**src/rtl/rr_arb16.sv**
```systemverilog
// 16-way round-robin arbiter: IDLE/GRANT FSM, one grant at a time, released by done.
// Define ARB_TIMEOUT_EN to add a hold counter that force-releases a grant after MAX_HOLD cycles.
module rr_arb16 #(
    parameter int MAX_HOLD = 255
) (
    input  logic        clk,
    input  logic        rst_n,
    input  logic [15:0] req,
    input  logic        done,
    output logic [15:0] grant,
    output logic [3:0]  grant_idx,
    output logic        busy,
    output logic        timeout
);

    localparam logic [0:0] ST_IDLE  = 1'b0;
    localparam logic [0:0] ST_GRANT = 1'b1;

    if (MAX_HOLD < 1) begin : g_max_hold_check
        $error("rr_arb16: MAX_HOLD must be at least 1");
    end

    logic [0:0]  state_q, state_d;
    logic [3:0]  ptr_q, ptr_d;
    logic [15:0] grant_q, grant_d;
    logic [3:0]  idx_q, idx_d;
    logic        busy_q, busy_d;
    logic [3:0]  sel_idx;
    logic        sel_found;
    logic        hold_expired;

    // Scan downward so the lowest offset from ptr is the last (winning) assignment.
    always_comb begin
        sel_idx   = ptr_q;
        sel_found = 1'b0;
        for (int k = 15; k >= 0; k--) begin
            if (req[ptr_q + 4'(k)]) begin
                sel_idx   = ptr_q + 4'(k);
                sel_found = 1'b1;
            end
        end
    end

    always_comb begin
        state_d = state_q;
        ptr_d   = ptr_q;
        grant_d = grant_q;
        idx_d   = idx_q;
        busy_d  = busy_q;
        case (state_q)
            ST_IDLE: begin
                if (sel_found) begin
                    state_d = ST_GRANT;
                    idx_d   = sel_idx;
                    grant_d = 16'h0001 << sel_idx;
                    busy_d  = 1'b1;
                end
            end
            ST_GRANT: begin
                if (done || hold_expired) begin
                    state_d = ST_IDLE;
                    grant_d = '0;
                    busy_d  = 1'b0;
                    ptr_d   = idx_q + 4'd1;
                end
            end
        endcase
    end

    always_ff @(posedge clk or negedge rst_n) begin
        if (!rst_n) begin
            state_q <= ST_IDLE;
            ptr_q   <= '0;
            grant_q <= '0;
            idx_q   <= '0;
            busy_q  <= 1'b0;
        end else begin
            state_q <= state_d;
            ptr_q   <= ptr_d;
            grant_q <= grant_d;
            idx_q   <= idx_d;
            busy_q  <= busy_d;
        end
    end

    assign grant     = grant_q;
    assign grant_idx = idx_q;
    assign busy      = busy_q;

`ifdef ARB_TIMEOUT_EN
    localparam int CW = (MAX_HOLD > 255) ? $clog2(MAX_HOLD + 1) : 8;

    logic [CW-1:0] hold_q, hold_d;
    logic          timeout_q, timeout_d;

    assign hold_expired = (state_q == ST_GRANT) && (hold_q == CW'(MAX_HOLD));

    // done wins over an expiring counter: that case is a normal release without timeout.
    always_comb begin
        hold_d    = hold_q;
        timeout_d = 1'b0;
        if (state_q == ST_IDLE) begin
            if (sel_found) begin
                hold_d = '0;
            end
        end else if (!done) begin
            if (hold_expired) begin
                timeout_d = 1'b1;
            end else begin
                hold_d = hold_q + CW'(1);
            end
        end
    end

    always_ff @(posedge clk or negedge rst_n) begin
        if (!rst_n) begin
            hold_q    <= '0;
            timeout_q <= 1'b0;
        end else begin
            hold_q    <= hold_d;
            timeout_q <= timeout_d;
        end
    end

    assign timeout = timeout_q;
`else
    assign hold_expired = 1'b0;
    assign timeout      = 1'b0;
`endif

endmodule

```
**config.mk**
```make
export PLATFORM = sky130hd
export DESIGN_NAME = rr_arb16
export DESIGN_NICKNAME = d
export VERILOG_FILES = /design/src/rtl/rr_arb16.sv
export SDC_FILE = /design/constraint.sdc
export NUM_CORES = 1
export LEC_CHECK = 0
export ABC_CLOCK_PERIOD_IN_PS = 5250
export CORE_MARGIN = 1
export CORE_UTILIZATION = 30
export CTS_CLUSTER_DIAMETER = 150
export DETAILED_ROUTE_END_ITERATION = 8
export GPL_TIMING_DRIVEN = 0
export SYNTH_ARGS = -nofsm -noshare
export SYNTH_HDL_FRONTEND = slang
export SYNTH_SLANG_ARGS = --single-unit
```
**constraint.sdc**
```tcl
create_clock -name clk -period 5.25 [get_ports clk]
set_input_delay 0.525 -clock clk [delete_from_list [all_inputs] [get_ports clk]]
set_output_delay 0.525 -clock clk [all_outputs]
set_load 0.05 [all_outputs]
```
==> results.md <==
* WL/cell at 20.0 um
* Row cnt at 40
* 1st-pass router iterations at 5
* R2R depth at 15
* RSZ-0062 raised after global routing: no
* FFs w/ async S/R, synth at 1.00
* Worst-path clk slew at 0.06 ns
* TritonCTS clock tree: built
* Mapped Area at 3740 um^2
* Commonest cells after routing, fill and taps aside: clkdlybuf4s50_1, nand2_1, dfrtp_1
* Syn nets at 411
* Initial DRC count at 335
* Antenna diodes at 0
* Critical path's largest stage delay at 0.51 ns
* Startpoint types: flip-flop
* Register area share after synthesis at 0.174
* Top Ports at 41
* Synth Flop Type: dfrtp_1
* Max layer used: met4
* Max_cap viols at 0
* Number of global-route vias before repair at 3474
* Layout cell share with drive strength beyond 1 at 0.171
* Final period demand of the worst path at 5.00 ns
* Gr usage total at 0.188
* Post-DP HPWL at 9.18 mm
* Clock Skews at 0.00309 ns
* Clock sink count at 26
* RD Place Congestion at 0.973
* Worst R2R Start: ptr_q[0]$_DFFE_PN0P_
* Initial antenna violation count at 0
* Post-synth EDFFs at 0
* Critical Path RT at 5.40 ns
* Final Hold Vio Count at 0
* Metal2 WL at 5.56 mm
* #FFs+latches synth at 26
* Largest net degree at the start of global routing at 27
* Buf/Inv on CP at 7
* Worst-Skew Late Latency at 0.26 ns
* Largest fanout on the critical path at 10
* Core Area at 12100 um^2
* Via-to-Cell Ratio at 6.12
* Starting Density at 0.309
* Yosys Warn Count at 0
* Port buffer count at 39
* Met1 wire length at 5.36 mm
* Relative slew slack at 0.217
* Status: finished, final reports clean
* Top cell by count, worst path: inv_1
* Reg2Reg Setup Slack at 0.25 ns
* Yosys cell types at 69
* Setup CP Type: flip-flop to flip-flop
* Most common cell after layout, fill and taps aside: clkdlybuf4s50_1
* Die width at 114 um
* DP Area at 4350 um^2
* HP Class: flip-flop to flip-flop
* GRT overflow at 0
* Worst-margin pin slew at 1.17 ns
* CTS H-tree lvls at 1
* Hold EP: grant[3]$_DFFE_PN0P_
* Fin nets at 454
* Slowest CP cell: dfrtp_1
* DR vias at 3637
* Worst path arrival time at 5.15 ns
* Die Y at 114 um
* Hold Path Depth at 2
* Avg Cell Area, Syn at 9.75 um^2
* Core Util, Final at 0.368
* Cell count after synthesis at 384
* Area growth syn-to-layout at 18.9%
* Final wirelength at 11.9 mm
* Drt drc at 0
* Root buffer cell: clkbuf_16
* Cells along the critical path: buf_6 -> buf_2 -> clkbuf_4 -> inv_1 -> ha_2 -> clkbuf_2 -> inv_1 -> or3_1 -> o2111ai_1 -> nand2_1 -> a21o_1 -> a211oi_1 -> nand3_1 -> buf_4 -> o41ai_1
* FILL cells at 1258
* Total CTS buffers at 3
* Setup violations, final at 0
* CP top delay family: buffers and inverters
* Final worst path period share at 0.953
* Fin area at 4450 um^2
* Crit end category: flip-flop
* ANT nets after route at 0
* DIE AREA at 12900 um^2
* Met3 Wirelength at 653 um
* Global-route wire length before repair at 19.0 mm
* Pins Over Slew Limit at 0
* HP Start: grant[3]$_DFFE_PN0P_
* F_max at 200 MHz
* Clk buf depth at 2
* Worst R2R End: grant[9]$_DFFE_PN0P_
* Hold Buf Count CTS at 0
how the worst max path moves through the flow:
| stage | from | to | slack (ns) | depth (start not counted) |
|---|---|---|---|---|
| floorplan | ptr_q[0]$_DFFE_PN0P_ | grant[2]$_DFFE_PN0P_ | 1.12 | 14 |
| finish | ptr_q[0]$_DFFE_PN0P_ | grant[9]$_DFFE_PN0P_ | 0.25 | 15 |
| CTS | ptr_q[0]$_DFFE_PN0P_ | grant[9]$_DFFE_PN0P_ | 0.03 | 15 |
| global placement | ptr_q[0]$_DFFE_PN0P_ | grant[14]$_DFFE_PN0P_ | -0.02 | 16 |
| detailed placement | ptr_q[0]$_DFFE_PN0P_ | grant[9]$_DFFE_PN0P_ | -0.09 | 16 |
| global route | ptr_q[0]$_DFFE_PN0P_ | grant[2]$_DFFE_PN0P_ | 0.03 | 14 |
per-layer routing:
layer	track usage	vias to the layer above
li1	-	1639
met1	0.258	1809
met2	0.307	162
met3	0.0255	27
met4	0.0579	0
met5	0	-
layout make-up:
cell class	instances	area (um^2)	share of cell area
Inverter	11	41.3	0.00927
Clock buffer	4	88.8	0.0199
Multi-Input combinational cell	322	2940	0.660
Buffer	24	133	0.0298
Sequential cell	26	651	0.146
Tap cell	168	210	0.0472
Timing Repair Buffer	39	390	0.0876
cells in the mapped netlist (3+ instances only):
cell       count  area, um^2
nor3_1         6        30.0
nor4_1         7        43.8
o32a_1         3        30.0
a41o_1         8        80.1
nor2_1        18        67.6
nand2b_1       3        18.8
a211oi_1       5        37.5
or3_1          3        18.8
a21oi_1       17        85.1
a221o_1        3        30.0
o41ai_1        4        35.0
dfrtp_1       26         651
ha_1           8         100
o21ai_0       13        65.1
mux2i_1       25         250
mux4_2        17         383
o2111ai_1      6        52.6
xnor2_1        8        70.1
nand3_1       15        75.1
inv_1         11        41.3
o211ai_1       3        22.5
nor2b_1        8        50.1
buf_4          4        30.0
a21o_1         3        22.5
mux2_2        22         248
nand2_1       32         120
a31oi_1        3        18.8
mux4_1        12         315
clkbuf_1      12        45.0
and2_1        11        68.8
buf_2          6        30.0
o211a_1        3        30.0
xor2_1         7        61.3
o41ai_2        3        48.8
a22oi_1        3        22.5
worst register-to-register path: stages (launching register included):
cell       delay, ns
dfrtp_1         0.51
buf_6           0.23
buf_2           0.26
clkbuf_4        0.29
inv_1           0.15
ha_2            0.49
clkbuf_2        0.26
inv_1           0.17
or3_1           0.46
o2111ai_1       0.31
nand2_1         0.26
a21o_1          0.25
a211oi_1        0.25
nand3_1         0.36
buf_4           0.32
o41ai_1         0.32
through the flow:
step                TNS [ns]  instances  setup WS, ns  hold WS, ns
floorplan                  0        384          1.12        0.229
global placement      -0.145        591       -0.0244        0.469
detailed placement    -0.774        591       -0.0903        0.479
global route               0        594        0.0296        0.510
finish                     0        594         0.247        0.489
CTS                        0        594        0.0295        0.494
sequential cells by signal, indices dropped and copies added (netlist names):
signal,cells
grant,16
grant_idx,4
ptr_q,4
busy,1
state_q,1
repair_timing:
item,in CTS,in global routing
gates resized for setup,0,8
pin swaps,0,0
setup endpoints to repair,17,20
setup buffers,0,0
cell families after synthesis:
| family | synth area share |
|---|---|
| AOI/OAI and AO/OA | 0.245 |
| and+or+nand+nor | 0.145 |
| muxes | 0.327 |
| buffers and inverters | 0.0464 |
| DFF | 0.174 |
| xor gates and xnor gates | 0.0351 |
| adders and majority gates | 0.0267 |
| other | 0.00100 |
Power is left out: the tool's default activity adds up to more than one toggle a clock period on the data nets, which glitch-free logic cannot reach.
==> RTL edit, RTL diff (config.mk and constraints unchanged) <==
The option `ARB_TIMEOUT_EN` is turned on by a define.
--- a/src/rtl/rr_arb16.sv
+++ b/src/rtl/rr_arb16.sv
@@ -2,2 +2,4 @@
 // Define ARB_TIMEOUT_EN to add a hold counter that force-releases a grant after MAX_HOLD cycles.
+`define ARB_TIMEOUT_EN
+
 module rr_arb16 #(
Function: no difference found for any inputs over 10 cycles, from zero or initial values and one cycle with rst_n low; that may be too few to reach the edited logic, so the function may still have changed.
==> RTL edit against the original RTL <==
First-iteration DRC count shrank 20%. Sequential cell count is 9 higher. Synthesized area up 4.6%. Design area grew 6.0%. Critical path type unchanged. Critical path depth is 1 higher. Wire length up 2.4%. Setup slack worse by 58 ps.
Power is left out: the tool's default activity adds up to more than one toggle a clock period on the data nets, which glitch-free logic cannot reach.
==> RTL edit: results (changes against the original RTL) <==
| Metric | Value |
|---|---|
| Status | `finished clean` |
| HP Class | `in2async` |
| Gr usage total | `18.7% (-0.12 points)` |
| Mapped Cells | `409 (+6.5%)` |
| Post-synthesis sequential area ratio | `22.3% (+5.0 points)` |
| Max cap viols | `0 (unchanged)` |
| Nets@finish | `485 (+6.8%)` |
| DR vias/cell | `5.94 (-3.0%)` |
| Mapped Nets | `437 (+6.3%)` |
| Cells after DPL | `621 (+5.1%)` |
| CP arrival | `5220 ps (+70 ps)` |
| Ant diodes | `0 (unchanged)` |
| Post-Layout Cell Count | `630 (+6.1%)` |
| First-pass GRT wire length | `19.6 mm (+3.5%)` |
| Crit path max-delay cell type | `or4_1` |
| Wire per inst | `19.3 um (-3.4%)` |
| H-Tree Depth | `2 (+1)` |
| CTS Root Cell | `clkbuf_16` |
| Buffers on Ports | `40 (+2.6%)` |
| Largest net degree at the start of global routing | `36 (+33%)` |
| Final HPWL DP | `9.48 mm (+3.2%)` |
| Post-synth top cells | `dfrtp_1 (35), mux2i_1 (35), nor2_1 (31)` |
| Iter 0 DRT Violations | `268 (-20%)` |
| GPL Wtd Cong | `0.936 (-3.8%)` |
| Netlist cell types | `68 (-1.4%)` |
| Synthesis Warnings | `0 (unchanged)` |
| Ratio of cells with drive above 1 in the final layout | `17.9% (+0.77 points)` |
| Top FF cell, synth | `dfrtp_1` |
| Initial antenna violation count | `0 (unchanged)` |
| CP max FO | `19 (+9)` |
| Cts bufs inserted | `5 (+2)` |
| Max-slew headroom | `43.5% (+22 points)` |
| Crit-path leading delay family | `buffers and inverters` |
| Vias in the first global route | `3728 (+7.3%)` |
| Final Skew | `5.53 ps (+2.44 ps)` |
| Dominant cells by area after synthesis | `dfrtp_1 (22%), mux4_2 (11%), mux2i_1 (8.9%)` |
| Delay of the slowest critical-path stage | `530 ps (+20 ps)` |
| Starting Density | `30.9% (about the same)` |
==> RTL edit: changes by cell type in the layout (fill, tap and decap cells not counted), sizes merged, moves of 7 or more <==
cell | before | now
mux2i | 27 | 39
nor2 | 18 | 31
a41o | 8 | 0
mux4 | 29 | 19
nand2 | 32 | 22
dfrtp | 26 | 35
and2 | 11 | 2
a32o | 0 | 16
a21oi | 17 | 24
==> RTL edit: cell type report <==
type	instances	area, um2
Tap cell	172	215
Clock buffer	5	125
Sequential cell	35	876
Clock inverter	3	43.8
Fill cell	1301	7950
Inverter	10	41.3
Multi-Input combinational cell	340	2870
Buffer	23	136
Timing Repair Buffer	42	410
==> RTL edit: path summary, 6_finish.rpt <==
path / slack, ps / cells past startpoint / endpoint / from
setup / recovery: 190 / 16 / grant[9] / ptr_q[1]
hold / removal: 320 / 1 / hold_q[4] / rst_n
setup reg to reg: 190 / 16 / grant[9] / ptr_q[1]
hold reg to reg: 480 / 1 / busy / busy
max in group asynchronous: 4430 / 1 / ptr_q[0] / rst_n
min in group clk: 480 / 1 / busy / busy
==> RTL edit: repair_timing <==
action / CTS / global route
setup buffers: 0 / 2
hold endpoints to repair: 0 / 0
pin swaps: 0 / 0
gates resized for setup: 2 / 4
setup endpoints to repair: 19 / 16
==> RTL edit: through the flow <==
stage                     setup WS, ps  area [um2]  utilization, %
after floorplan                    589        3920               -
after global placement            -366        4530            35.8
after detailed placement          -457        4530            35.7
after CTS                         88.5        4700            37.1
after global routing             -6.05        4720            37.3
final                              189        4720            37.3
==> RTL edit: kinds of logic after synthesis <==
| kind of cell | count (synthesis) | share of synthesized area [%] |
|---|---|---|
| adders and majority gates | 9 | 2.87 |
| and+or+nand+nor | 107 | 13.8 |
| AOI/OAI and AO/OA | 115 | 21.9 |
| DFF | 35 | 22.3 |
| muxes | 84 | 29.2 |
| xor gates and xnor gates | 25 | 5.59 |
| buffers and inverters | 34 | 4.34 |
==> RTL edit: per-layer routing <==
| layer | wire length, um | GRT usage [%] | vias up |
|---|---|---|---|
| li1 | - | - | 1712 |
| met1 | 5320 | 24.5 | 1845 |
| met2 | 5550 | 30.1 | 155 |
| met3 | 787 | 3.11 | 31 |
| met4 | 488 | 8.29 | 0 |
| met5 | 0 | 0 | - |
